==> src/rtl/gray_to_binary_decoder.sv <==
// Purpose: synchronise a Gray-coded count and register its binary decode, increment, wrap and step-error flags.
// Latency: a gray_in value stable before edge N is on binary_out (with its pulses) after edge N+SYNC_STAGES.
// Backpressure: none; every accepted change produces a single-cycle bin_valid pulse.
module gray_to_binary_decoder #(
  parameter int WIDTH       = 4,
  parameter int SYNC_STAGES = 2
) (
  input  logic             clk,
  input  logic             rst_n,
  input  logic [WIDTH-1:0] gray_in,
  input  logic             err_clr,
  output logic [WIDTH-1:0] binary_out,
  output logic             bin_valid,
  output logic [WIDTH-1:0] delta,
  output logic             wrap,
  output logic             step_err,
  output logic             err_sticky
);

  // Fill counter must be able to hold the value SYNC_STAGES.
  localparam int FILL_W = (SYNC_STAGES < 1) ? 1 : $clog2(SYNC_STAGES + 1);

  typedef enum logic {
    INIT  = 1'b0,
    TRACK = 1'b1
  } state_t;

  logic [WIDTH-1:0]  sync_q [SYNC_STAGES];
  logic [WIDTH-1:0]  g_s;
  logic [WIDTH-1:0]  bin_new;
  logic [WIDTH-1:0]  g_diff;

  state_t            state_q, state_d;
  logic [FILL_W-1:0] fill_q, fill_d;
  logic [WIDTH-1:0]  g_prev_q, g_prev_d;
  logic [WIDTH-1:0]  bin_q, bin_d;
  logic [WIDTH-1:0]  delta_q, delta_d;
  logic              valid_q, valid_d;
  logic              wrap_q, wrap_d;
  logic              step_err_q, step_err_d;
  logic              err_sticky_q, err_sticky_d;

  // Gray to binary: each binary bit is the XOR of all Gray bits at or above it.
  function automatic logic [WIDTH-1:0] gray2bin(input logic [WIDTH-1:0] g);
    logic [WIDTH-1:0] b;
    b = '0;
    b[WIDTH-1] = g[WIDTH-1];
    for (int i = WIDTH - 2; i >= 0; i--) begin
      b[i] = b[i+1] ^ g[i];
    end
    return b;
  endfunction

  // Plain register chain on the asynchronous Gray input; no logic between stages.
  always_ff @(posedge clk or negedge rst_n) begin
    if (!rst_n) begin
      for (int i = 0; i < SYNC_STAGES; i++) begin
        sync_q[i] <= '0;
      end
    end else begin
      sync_q[0] <= gray_in;
      for (int i = 1; i < SYNC_STAGES; i++) begin
        sync_q[i] <= sync_q[i-1];
      end
    end
  end

  assign g_s     = sync_q[SYNC_STAGES-1];
  assign bin_new = gray2bin(g_s);
  assign g_diff  = g_s ^ g_prev_q;

  // Next-state: INIT waits until the sync chain holds a real post-reset sample,
  // loads it silently, then TRACK reports every change of the synchronised value.
  always_comb begin
    state_d    = state_q;
    fill_d     = fill_q;
    g_prev_d   = g_prev_q;
    bin_d      = bin_q;
    valid_d    = 1'b0;
    delta_d    = '0;
    wrap_d     = 1'b0;
    step_err_d = 1'b0;
    case (state_q)
      INIT: begin
        if (fill_q == FILL_W'(SYNC_STAGES)) begin
          g_prev_d = g_s;
          bin_d    = bin_new;
          state_d  = TRACK;
        end else begin
          fill_d = fill_q + FILL_W'(1);
        end
      end
      TRACK: begin
        if (g_diff != '0) begin
          g_prev_d   = g_s;
          bin_d      = bin_new;
          valid_d    = 1'b1;
          delta_d    = bin_new - bin_q;
          wrap_d     = (&bin_q) && (bin_new == '0);
          // More than one bit set in the difference means an illegal Gray step.
          step_err_d = |(g_diff & (g_diff - WIDTH'(1)));
        end
      end
      default: state_d = INIT;
    endcase
    // Clear wins over a coincident new error.
    err_sticky_d = (err_sticky_q | step_err_d) & ~err_clr;
  end

  // State, history and all outputs are registered; reset returns everything to zero/INIT.
  always_ff @(posedge clk or negedge rst_n) begin
    if (!rst_n) begin
      state_q      <= INIT;
      fill_q       <= '0;
      g_prev_q     <= '0;
      bin_q        <= '0;
      delta_q      <= '0;
      valid_q      <= 1'b0;
      wrap_q       <= 1'b0;
      step_err_q   <= 1'b0;
      err_sticky_q <= 1'b0;
    end else begin
      state_q      <= state_d;
      fill_q       <= fill_d;
      g_prev_q     <= g_prev_d;
      bin_q        <= bin_d;
      delta_q      <= delta_d;
      valid_q      <= valid_d;
      wrap_q       <= wrap_d;
      step_err_q   <= step_err_d;
      err_sticky_q <= err_sticky_d;
    end
  end

  assign binary_out = bin_q;
  assign bin_valid  = valid_q;
  assign delta      = delta_q;
  assign wrap       = wrap_q;
  assign step_err   = step_err_q;
  assign err_sticky = err_sticky_q;

endmodule

==> config.mk <==
export PLATFORM = sky130hd
export DESIGN_NAME = gray_to_binary_decoder
export DESIGN_NICKNAME = d
export VERILOG_FILES = /design/src/rtl/gray_to_binary_decoder.sv
export SDC_FILE = /design/constraint.sdc
export NUM_CORES = 1
export LEC_CHECK = 0
export BUFFER_PORTS_ARGS = -buffer_cell sky130_fd_sc_hd__buf_2
export CORE_UTILIZATION = 30
export DETAILED_ROUTE_END_ITERATION = 16
export PLACE_DENSITY = 0.55
export SLEW_MARGIN = 10
export SYNTH_ARGS = -nofsm -noshare
export SYNTH_HDL_FRONTEND = slang
export SYNTH_SLANG_ARGS = --single-unit
export TNS_END_PERCENT = 20
==> constraint.sdc <==
create_clock -name clk -period 3.27 [get_ports clk]
set_input_delay 0.654 -clock clk [delete_from_list [all_inputs] [get_ports clk]]
set_output_delay 0.654 -clock clk [all_outputs]
set_load 0.05 [all_outputs]
==> results of run 1 <==
[power by group through the flow]
stage	Clock, mW	Combinational [mW]	Sequential, mW
2_1_floorplan	0	0.0814	0.507
3_3_place_gp	0	0.260	0.386
3_5_place_dp	0	0.261	0.388
4_1_cts	0.165	0.262	0.382
5_1_grt	0.179	0.285	0.387
6_report	0.155	0.260	0.380
[cell usage in the layout (no fill, tap or decap)]
cell type and n:
dfrtp_1 26, buf_2 18, inv_1 12, ha_1 6
xnor2_1 5, nand2_1 5, nor2_1 4, o21ai_0 4
mux2_2 4, clkbuf_4 3, xor2_1 2, a21oi_1 2
nand4_2 1, a31o_2 1, maj3_1 1, o21ba_2 1
nand4_1 1, nor3_1 1, nand3_1 1, nor2b_1 1
and4_1 1, o21a_1 1, o21ai_4 1, mux2i_1 1
fa_1 1, clkbuf_8 1
[state kept, by name, summed over array words and instances (netlist names)]
signal / count
sync_q: 4
g_prev_q: 4
bin_valid: 1
delta: 4
wrap: 1
err_sticky: 1
binary_out: 3
fill_q: 2
g_s: 4
state_q: 1
step_err: 1
[per-stage QoR]
| step | power (mW) | util | cells |
|---|---|---|---|
| after CTS | 0.810 | 0.369 | 151 |
| after global routing | 0.852 | 0.369 | 151 |
| final | 0.795 | 0.369 | 151 |
| after floorplan | 0.588 | - | 84 |
| after detailed placement | 0.650 | 0.358 | 147 |
| after global placement | 0.646 | 0.358 | 147 |
[cell families (layout without fill, tap and decap cells)]
| kind of cell | count (synthesis) | in the layout | synth area share |
|---|---|---|---|
| buf+inv | 13 | 34 | 0.0489 |
| xor+xnor | 7 | 7 | 0.0570 |
| fa+ha+maj | 8 | 8 | 0.0978 |
| flops | 26 | 26 | 0.605 |
| compound gates | 10 | 10 | 0.0675 |
| simple gates | 15 | 15 | 0.0722 |
| mux | 5 | 5 | 0.0512 |
[final cells by class]
cell class / count / area [sq um] / share of cell area
clock buffers: 4 / 36.3 / 0.0290
inverters: 12 / 45.0 / 0.0360
multi-input cells: 45 / 372 / 0.297
flip-flops and latches: 26 / 651 / 0.520
well taps: 46 / 57.6 / 0.0460
repair buffers: 18 / 90.1 / 0.0720
[worst paths after layout]
path	start	end	slack, ns
worst min-delay path	rst_n	err_sticky	0.31
max in group asynchronous	rst_n	binary_out[2]	2.59
worst max register to register	g_s[2]	delta[3]	0.90
min in group clk	sync_q[4]	g_s[0]	0.36
worst min register to register	sync_q[4]	g_s[0]	0.36
worst max-delay path	g_s[2]	delta[3]	0.90
[per-layer routing]
metal,track usage,up-vias
li1,-,316
met1,0.132,295
met2,0.161,14
met3,0.0435,2
met4,0.0381,0
met5,0,-
==> metrics.txt, run 1 <==
f_max 0.421 GHz; row cnt 21; Crit-path slowest cell dfrtp_1; Synth area leader dfrtp_1; # diodes 0; routed wl met3 81 microns; drt via density 4.15; combinational share of power 0.327; top cell type's share of synthesized area 0.605; Synth Register Bits 26; crit path max fanout 3; Hold/Removal Path Class in -> async; drt first-iter violations 5; uppermost layer routed met4; IO buf count 18; RSZ-0062 raised after global routing false; htree depth 1; Leak Pwr 0.591 nW; count leader, synth dfrtp_1; endpoints failing hold 0; Top Ports 19; Pwr Density 635 mW/mm^2; Synth Area per Inst 12.8 sq um; endpoint class of the critical path flop; Arrival @ worst endpoint 2.59 ns; fin crit share 0.726; die area 0.00383 sq mm; CP required 3.49 ns; first-pass GRT wire length 2.79 mm; Reg power frac 0.478; routed len/inst 10.8 microns; GRT Overall Usage 0.105; CTS tree done; initial core utilization 0.317; Post-Syn Instances 84; Synth Warn # 0; sw frac 0.369; CTS sink count 26; Detail Placement HPWL 1.26 mm; Setup Slack @ Placement 0.929 ns; final wirelength 1.63 mm; Crit path largest cell delay 0.41 ns; CP top delay family adder cells; Seq/Total Area, Yosys 0.605; die height 61.9 microns; Final min period 2.37 ns; wl on met1 748 microns; Psw 293 uW; hold slack 0.310 ns; vias in the first global route 611; Filler cells 343; Max VDD drop 339 uV; Cell Int Power 501 uW; Final Net Count 120; Net Count, Synth 98; status complete, no violations; met2 WL post-DR 772 microns; Final Cell Area 0.00125 sq mm; mapped cell area 0.00107 sq mm; Root Driver clkbuf_4; Synth-to-Final Area Change 16.4%; Post-synth ARST share 1.00; antenna violations before repair 0; Post-Route Setup TNS 0 ns; element type at the critical path start flop; Post-Route Skew 0.00359 ns; post-cts resize count 0; Max-Cap Viols 0; slew of the pin with the lowest slew margin 0.558 ns; final setup vio count 0; Buf/Inv on CP 3; Reg clk slew, reported paths 0.13 ns; Clk Latency, worst-skew pair 0.31 ns; number of synthesized flops with an enable pin 0; Critical Path Stages 11; Cell variety after synth 24; die width 61.9 microns; Final GP Congestion 0.759; grt total ovfl 0; Worst slew margin 0.628; DRC 0; clock power share 0.195; Final Max Slew Viols 0; Post-CTS Hold Fix Bufs 0; CTS Buffer Depth 2; Final Worst Setup Slack 0.895 ns; Area contributors post-synth dfrtp_1, ha_1, inv_1; cts bufs inserted 3; ys flop type dfrtp_1; total iterations of the first detailed-routing run 4; Setup CP Type reg -> reg; Detail Route Antenna Nets 0; synth cell count leaders dfrtp_1, inv_1, ha_1; Reg2Reg Depth 11; layout cells sized above 1 0.286; Setup Fix Bufs, Post-CTS 0; dpl cell area 0.00121 sq mm; core area 0.00339 sq mm; crit-path cells inv_1, ha_1, xor2_1, inv_1, ha_1, inv_1, ha_1, nor2b_1, o21ai_0, and4_1, o21a_1; total number of vias 627; largest net degree at the start of global routing 27
Note: power is estimated with default switching activity, not from simulation.
==> run 2, diff against run 1 <==
--- a/config.mk
+++ b/config.mk
@@ -8,7 +8,7 @@
 export BUFFER_PORTS_ARGS = -buffer_cell sky130_fd_sc_hd__buf_2
 export CORE_UTILIZATION = 30
 export DETAILED_ROUTE_END_ITERATION = 16
-export PLACE_DENSITY = 0.55
+export PLACE_DENSITY = 0.57
 export SLEW_MARGIN = 10
 export SYNTH_ARGS = -nofsm -noshare
 export SYNTH_HDL_FRONTEND = slang
==> constraint.sdc (replaced) <==
create_clock -name clk -period 1.9 [get_ports clk]
set_input_delay 0.38 -clock clk [delete_from_list [all_inputs] [get_ports clk]]
set_output_delay 0.38 -clock clk [all_outputs]
set_load 0.05 [all_outputs]
==> run 2 against run 1 <==
Compared with the run above:
- the run now ends with setup timing left
- fmax up 13%
- die area unchanged
- critical path type unchanged
- power up 96%
- clock power up 140%
- largest cell class unchanged
- critical path depth unchanged
- sequential share of layout area down 5.4 points
- non-clock buffer count up 9
- clock-buffer cell count down 1
- final cell count up 6.0%
- highest routed layer unchanged
- register-to-register slack worse by 1.1 ns
- sequential power up 74%
==> metrics.txt, run 2 (synthesized netlist as in run 1, its figures left out) <==
Reg power frac 0.424; Hold/Removal Path Class in -> async; endpoint class of the critical path flop; CTS tree done; clock power share 0.238; Post-Route Skew 0.00301 ns; Setup CP Type reg -> reg; grt total ovfl 0; drt via density 4.22; storage element area 651 sq um; Core Util, Final 0.412; Reg clk slew, reported paths 0.14 ns; crit path from g_s[3]; RR Startpoint g_s[3]; DRC 0; CTS sink count 26; Psw 548 uW; Leak Pwr 0.646 nW; fin crit share 1.11; routed len/inst 11.7 microns; # diodes 0; Final Max Slew Viols 0; Reg2Reg Depth 11; Cell Int Power 1.01 mW; total power 1.56 mW; Final Worst Setup Slack -0.211 ns; Multi-input gate area 432 sq um; largest net degree at the start of global routing 27; cts bufs inserted 3; core area 0.00339 sq mm; total iterations of the first detailed-routing run 4; die height 61.9 microns; Filler cells 338; combinational share of power 0.338; Synth-to-Final Area Change 30.0%; die width 61.9 microns; Detail Route Antenna Nets 0; IO buf count 18; Clk Latency, worst-skew pair 0.31 ns; RSZ-0062 raised after global routing true; total number of vias 675; GRT Overall Usage 0.113; antenna violations before repair 0; Max VDD drop 616 uV; final wirelength 1.87 mm; commonest non-fill, non-tap cell in the layout dfrtp_1; Root Driver clkbuf_4; final setup vio count 3; Final Net Count 129; Post-Route Setup TNS -0.598 ns; commonest non-fill, non-tap cells in the layout dfrtp_1, buf_2, buf_4; endpoints failing hold 0; sw frac 0.352; CP endpoint delta[3]; Pwr Density 1110 mW/mm^2; htree depth 1; Detail Placement HPWL 1.37 mm; Setup Slack @ Placement -0.289 ns; Final min period 2.11 ns; drt first-iter violations 9; vias in the first global route 633; first-pass GRT wire length 2.91 mm; slew of the pin with the lowest slew margin 0.548 ns; Arrival @ worst endpoint 2.33 ns; failing checks setup timing; Worst slew margin 0.634; layout cells sized above 1 0.447; row cnt 21; status complete, but fails checks; die area 0.00383 sq mm; r2r endpoint delta[3]; Max-Cap Viols 0; Top Ports 19; element type at the critical path start flop; f_max 0.474 GHz; initial core utilization 0.317; CTS Buffer Depth 2; Final GP Congestion 0.729; CP required 2.12 ns; crit path max fanout 2; Reg2Reg Setup Slack -0.21 ns
[run 2: cell types whose count changed in the layout (fill, tap and decap cells not counted), moves of 3 or more]
| cell | before | now |
|---|---|---|
| ha_4 | 0 | 3 |
| ha_1 | 6 | 3 |
| buf_4 | 0 | 9 |
| inv_2 | 0 | 3 |
| inv_1 | 12 | 8 |
[run 2: power by group through the flow]
| stage | Sequential (mW) | Combinational (mW) | Clock, mW |
|---|---|---|---|
| 3_5_place_dp | 0.669 | 0.480 | 0 |
| 3_3_place_gp | 0.666 | 0.470 | 0 |
| 2_1_floorplan | 0.873 | 0.145 | 0 |
| 4_1_cts | 0.660 | 0.507 | 0.389 |
| 5_1_grt | 0.671 | 0.570 | 0.407 |
| 6_report | 0.660 | 0.526 | 0.370 |
[run 2: stage by stage]
step	cells	hold WS [ns]	instance area (sq um)
6_report	160	0.0260	1400
4_1_cts	159	0.0331	1380
2_1_floorplan	84	0.0844	1090
3_5_place_dp	154	0.337	1280
5_1_grt	160	0.0467	1400
3_3_place_gp	154	0.332	1280
[run 2: cell type report]
| class | count | share of cell area |
|---|---|---|
| inverter | 12 | 0.0340 |
| sequential | 26 | 0.466 |
| tap | 46 | 0.0412 |
| clock buffer | 3 | 0.0161 |
| clock inverter | 1 | 0.0215 |
| timing repair buffer | 27 | 0.113 |
| multi-input combinational | 45 | 0.309 |
[run 2: worst max-delay path: stages, from the launching register on]
cell and delay (ns):
dfrtp_1 0.39, inv_2 0.06, ha_4 0.27, xor2_2 0.17, inv_2 0.08, ha_4 0.29, inv_4 0.04, ha_4 0.15
nor2b_2 0.12, o21ai_1 0.08, and4_1 0.20, o21a_1 0.18
[run 2: routing by layer]
metal  vias to the layer above  global-route usage  part of all wire
met3                         2              0.0455             0.055
met4                         0              0.0286            0.0048
met5                         -                   0                 0
met2                        21               0.200              0.50
met1                       322               0.126              0.44
li1                        330                   -                 -
[run 2: worst min path at each step]
| stage | startpoint | to | slack, ns | depth (start not counted) |
|---|---|---|---|---|
| 6_report | rst_n | delta[0] | 0.03 | 1 |
| 5_1_grt | rst_n | g_prev_q[0] | 0.05 | 1 |
| 4_1_cts | rst_n | delta[0] | 0.03 | 1 |
| 3_5_place_dp | sync_q[5] | g_s[1] | 0.34 | 0 |
| 3_3_place_gp | sync_q[4] | g_s[0] | 0.33 | 0 |
| 2_1_floorplan | rst_n | bin_valid | 0.08 | 0 |
[run 2: what timing repair did]
item / CTS / global route
gates resized for setup: 6 / 4
endpoints found under the setup margin: 3 / 7
buffers inserted: 1 / 1
pin swaps: 5 / 5
hold buffers: 0 / 0
==> run 3, diff against run 2 <==
--- a/config.mk
+++ b/config.mk
@@ -6,9 +6,9 @@
 export NUM_CORES = 1
 export LEC_CHECK = 0
 export BUFFER_PORTS_ARGS = -buffer_cell sky130_fd_sc_hd__buf_2
-export CORE_UTILIZATION = 30
+export CORE_UTILIZATION = 48
 export DETAILED_ROUTE_END_ITERATION = 16
-export PLACE_DENSITY = 0.57
+export PLACE_DENSITY = 0.8
 export SLEW_MARGIN = 10
 export SYNTH_ARGS = -nofsm -noshare
 export SYNTH_HDL_FRONTEND = slang
==> run 3 against run 2 <==
Compared with the run above:
- first-iteration DRC count shrank 33%
- final cell count shrank 8.8%
- the run still ends with setup timing left
- sequential power is essentially flat
- global-route usage grew 5.4 points
- largest power group unchanged
- non-clock buffer count grew 5
- sequential share of layout area is the same
==> metrics.txt, run 3 (synthesized netlist as in run 1, its figures left out) <==
Synth-to-Final Area Change 30.0%; slew of the pin with the lowest slew margin 0.549 ns; Pwr Density 1030 mW/mm^2; Reg power frac 0.456; Reg2Reg Depth 9; RR Startpoint g_s[3]; first-pass GRT wire length 3.06 mm; total power 1.45 mW; uppermost layer routed met4; failing checks setup timing; drt via density 4.83; Post-Route Setup TNS -0.395 ns; routed wl met3 78 microns; Max VDD drop 738 uV; Arrival @ worst endpoint 2.28 ns; GRT Overall Usage 0.167; element type at the critical path start flop; Post-Route Skew 0.00301 ns; Reg clk slew, reported paths 0.13 ns; RSZ-0062 raised after global routing true; DRC 0; Clk Latency, worst-skew pair 0.31 ns; CTS sink count 26; combinational share of power 0.359; fin crit share 1.09; Final min period 2.06 ns; endpoints failing hold 0; layout cells sized above 1 0.462; Psw 530 uW; sw frac 0.367; grt total ovfl 0; Leak Pwr 0.667 nW; die area 0.00243 sq mm; Detail Placement HPWL 1.28 mm; CTS Buffer Depth 2; row cnt 16; final setup vio count 3; status complete, but fails checks; die height 49.3 microns; largest net degree at the start of global routing 27; Final Worst Setup Slack -0.165 ns; wl on met1 683 microns; core area 0.00204 sq mm; Final Non-Filler Cells 146; Max-Cap Viols 0; met2 WL post-DR 907 microns; die width 49.3 microns; clock power share 0.185; storage element area 651 sq um; Multi-input gate area 434 sq um; Setup CP Type reg -> reg; Final Max Slew Viols 0; Reg2Reg Setup Slack -0.16 ns; commonest non-fill, non-tap cells in the layout dfrtp_1, buf_2, buf_4; Top Ports 19; dpl cells 138; CTS tree done; Core Util, Final 0.684; vias in the first global route 741; endpoint class of the critical path flop; Final Net Count 134; r2r endpoint delta[1]; antenna violations before repair 0; drt first-iter violations 6; hold slack 0.0292 ns; routed len/inst 11.6 microns; total number of vias 705; total iterations of the first detailed-routing run 2; cts bufs inserted 3; htree depth 1; # diodes 0; commonest non-fill, non-tap cell in the layout dfrtp_1; CP required 2.12 ns; Final GP Congestion 0.833; Cell Int Power 915 uW; initial core utilization 0.526; final wirelength 1.70 mm; Filler cells 165; Worst slew margin 0.634; f_max 0.484 GHz; Root Driver clkbuf_4; Hold/Removal Path Class in -> async; IO buf count 18; Detail Route Antenna Nets 0; crit path max fanout 2
==> run 3: layer usage <==
metal	vias up	global-route usage
met5	-	0
met2	19	0.306
met3	4	0.0374
li1	338	-
met1	344	0.188
met4	0	0.0539
==> run 3: timing repair <==
item                       CTS  global route
gates resized for setup      7             2
setup endpoints to repair    3             7
buffers inserted             2             2
hold buffers                 0             0
pin swaps                    8             4
==> run 3: final cells by class <==
class / count / share of cell area
Tap cell: 27 / 0.0242
Multi-Input combinational cell: 45 / 0.311
Inverter: 12 / 0.0340
Sequential cell: 26 / 0.466
Clock buffer: 4 / 0.0260
Timing Repair Buffer: 32 / 0.140
==> run 3: power by group through the flow <==
stage | clock (mW) | sequential, mW | combinational, mW
after floorplan | 0 | 0.873 | 0.145
after global placement | 0 | 0.663 | 0.472
after detailed placement | 0 | 0.667 | 0.483
after CTS | 0.277 | 0.659 | 0.514
after global routing | 0.305 | 0.666 | 0.561
final | 0.267 | 0.659 | 0.519
==> run 3: how the worst max path moves through the flow <==
stage | start | to | slack, ns | depth (start not counted)
6_report | g_s[3] | delta[1] | -0.16 | 9
5_1_grt | g_s[3] | delta[1] | -0.22 | 9
4_1_cts | g_s[3] | delta[1] | -0.18 | 9
3_5_place_dp | g_s[3] | delta[3] | -0.29 | 11
3_3_place_gp | g_s[3] | delta[3] | -0.19 | 11
2_1_floorplan | g_s[2] | delta[1] | -0.21 | 9
==> run 3: per-stage QoR <==
step | cell area (sq um) | worst slack [ns]
2_1_floorplan | 1090 | -0.205
3_3_place_gp | 1280 | -0.186
3_5_place_dp | 1280 | -0.286
4_1_cts | 1370 | -0.183
5_1_grt | 1400 | -0.218
6_report | 1400 | -0.165
==> run 3: critical path: stages, from the launching register on <==
cell and delay, ns:
dfrtp_1 0.39, inv_2 0.06, ha_4 0.27, xor2_2 0.16
inv_2 0.07, ha_4 0.28, inv_4 0.04, ha_4 0.15
fa_2 0.51, nor2_1 0.04
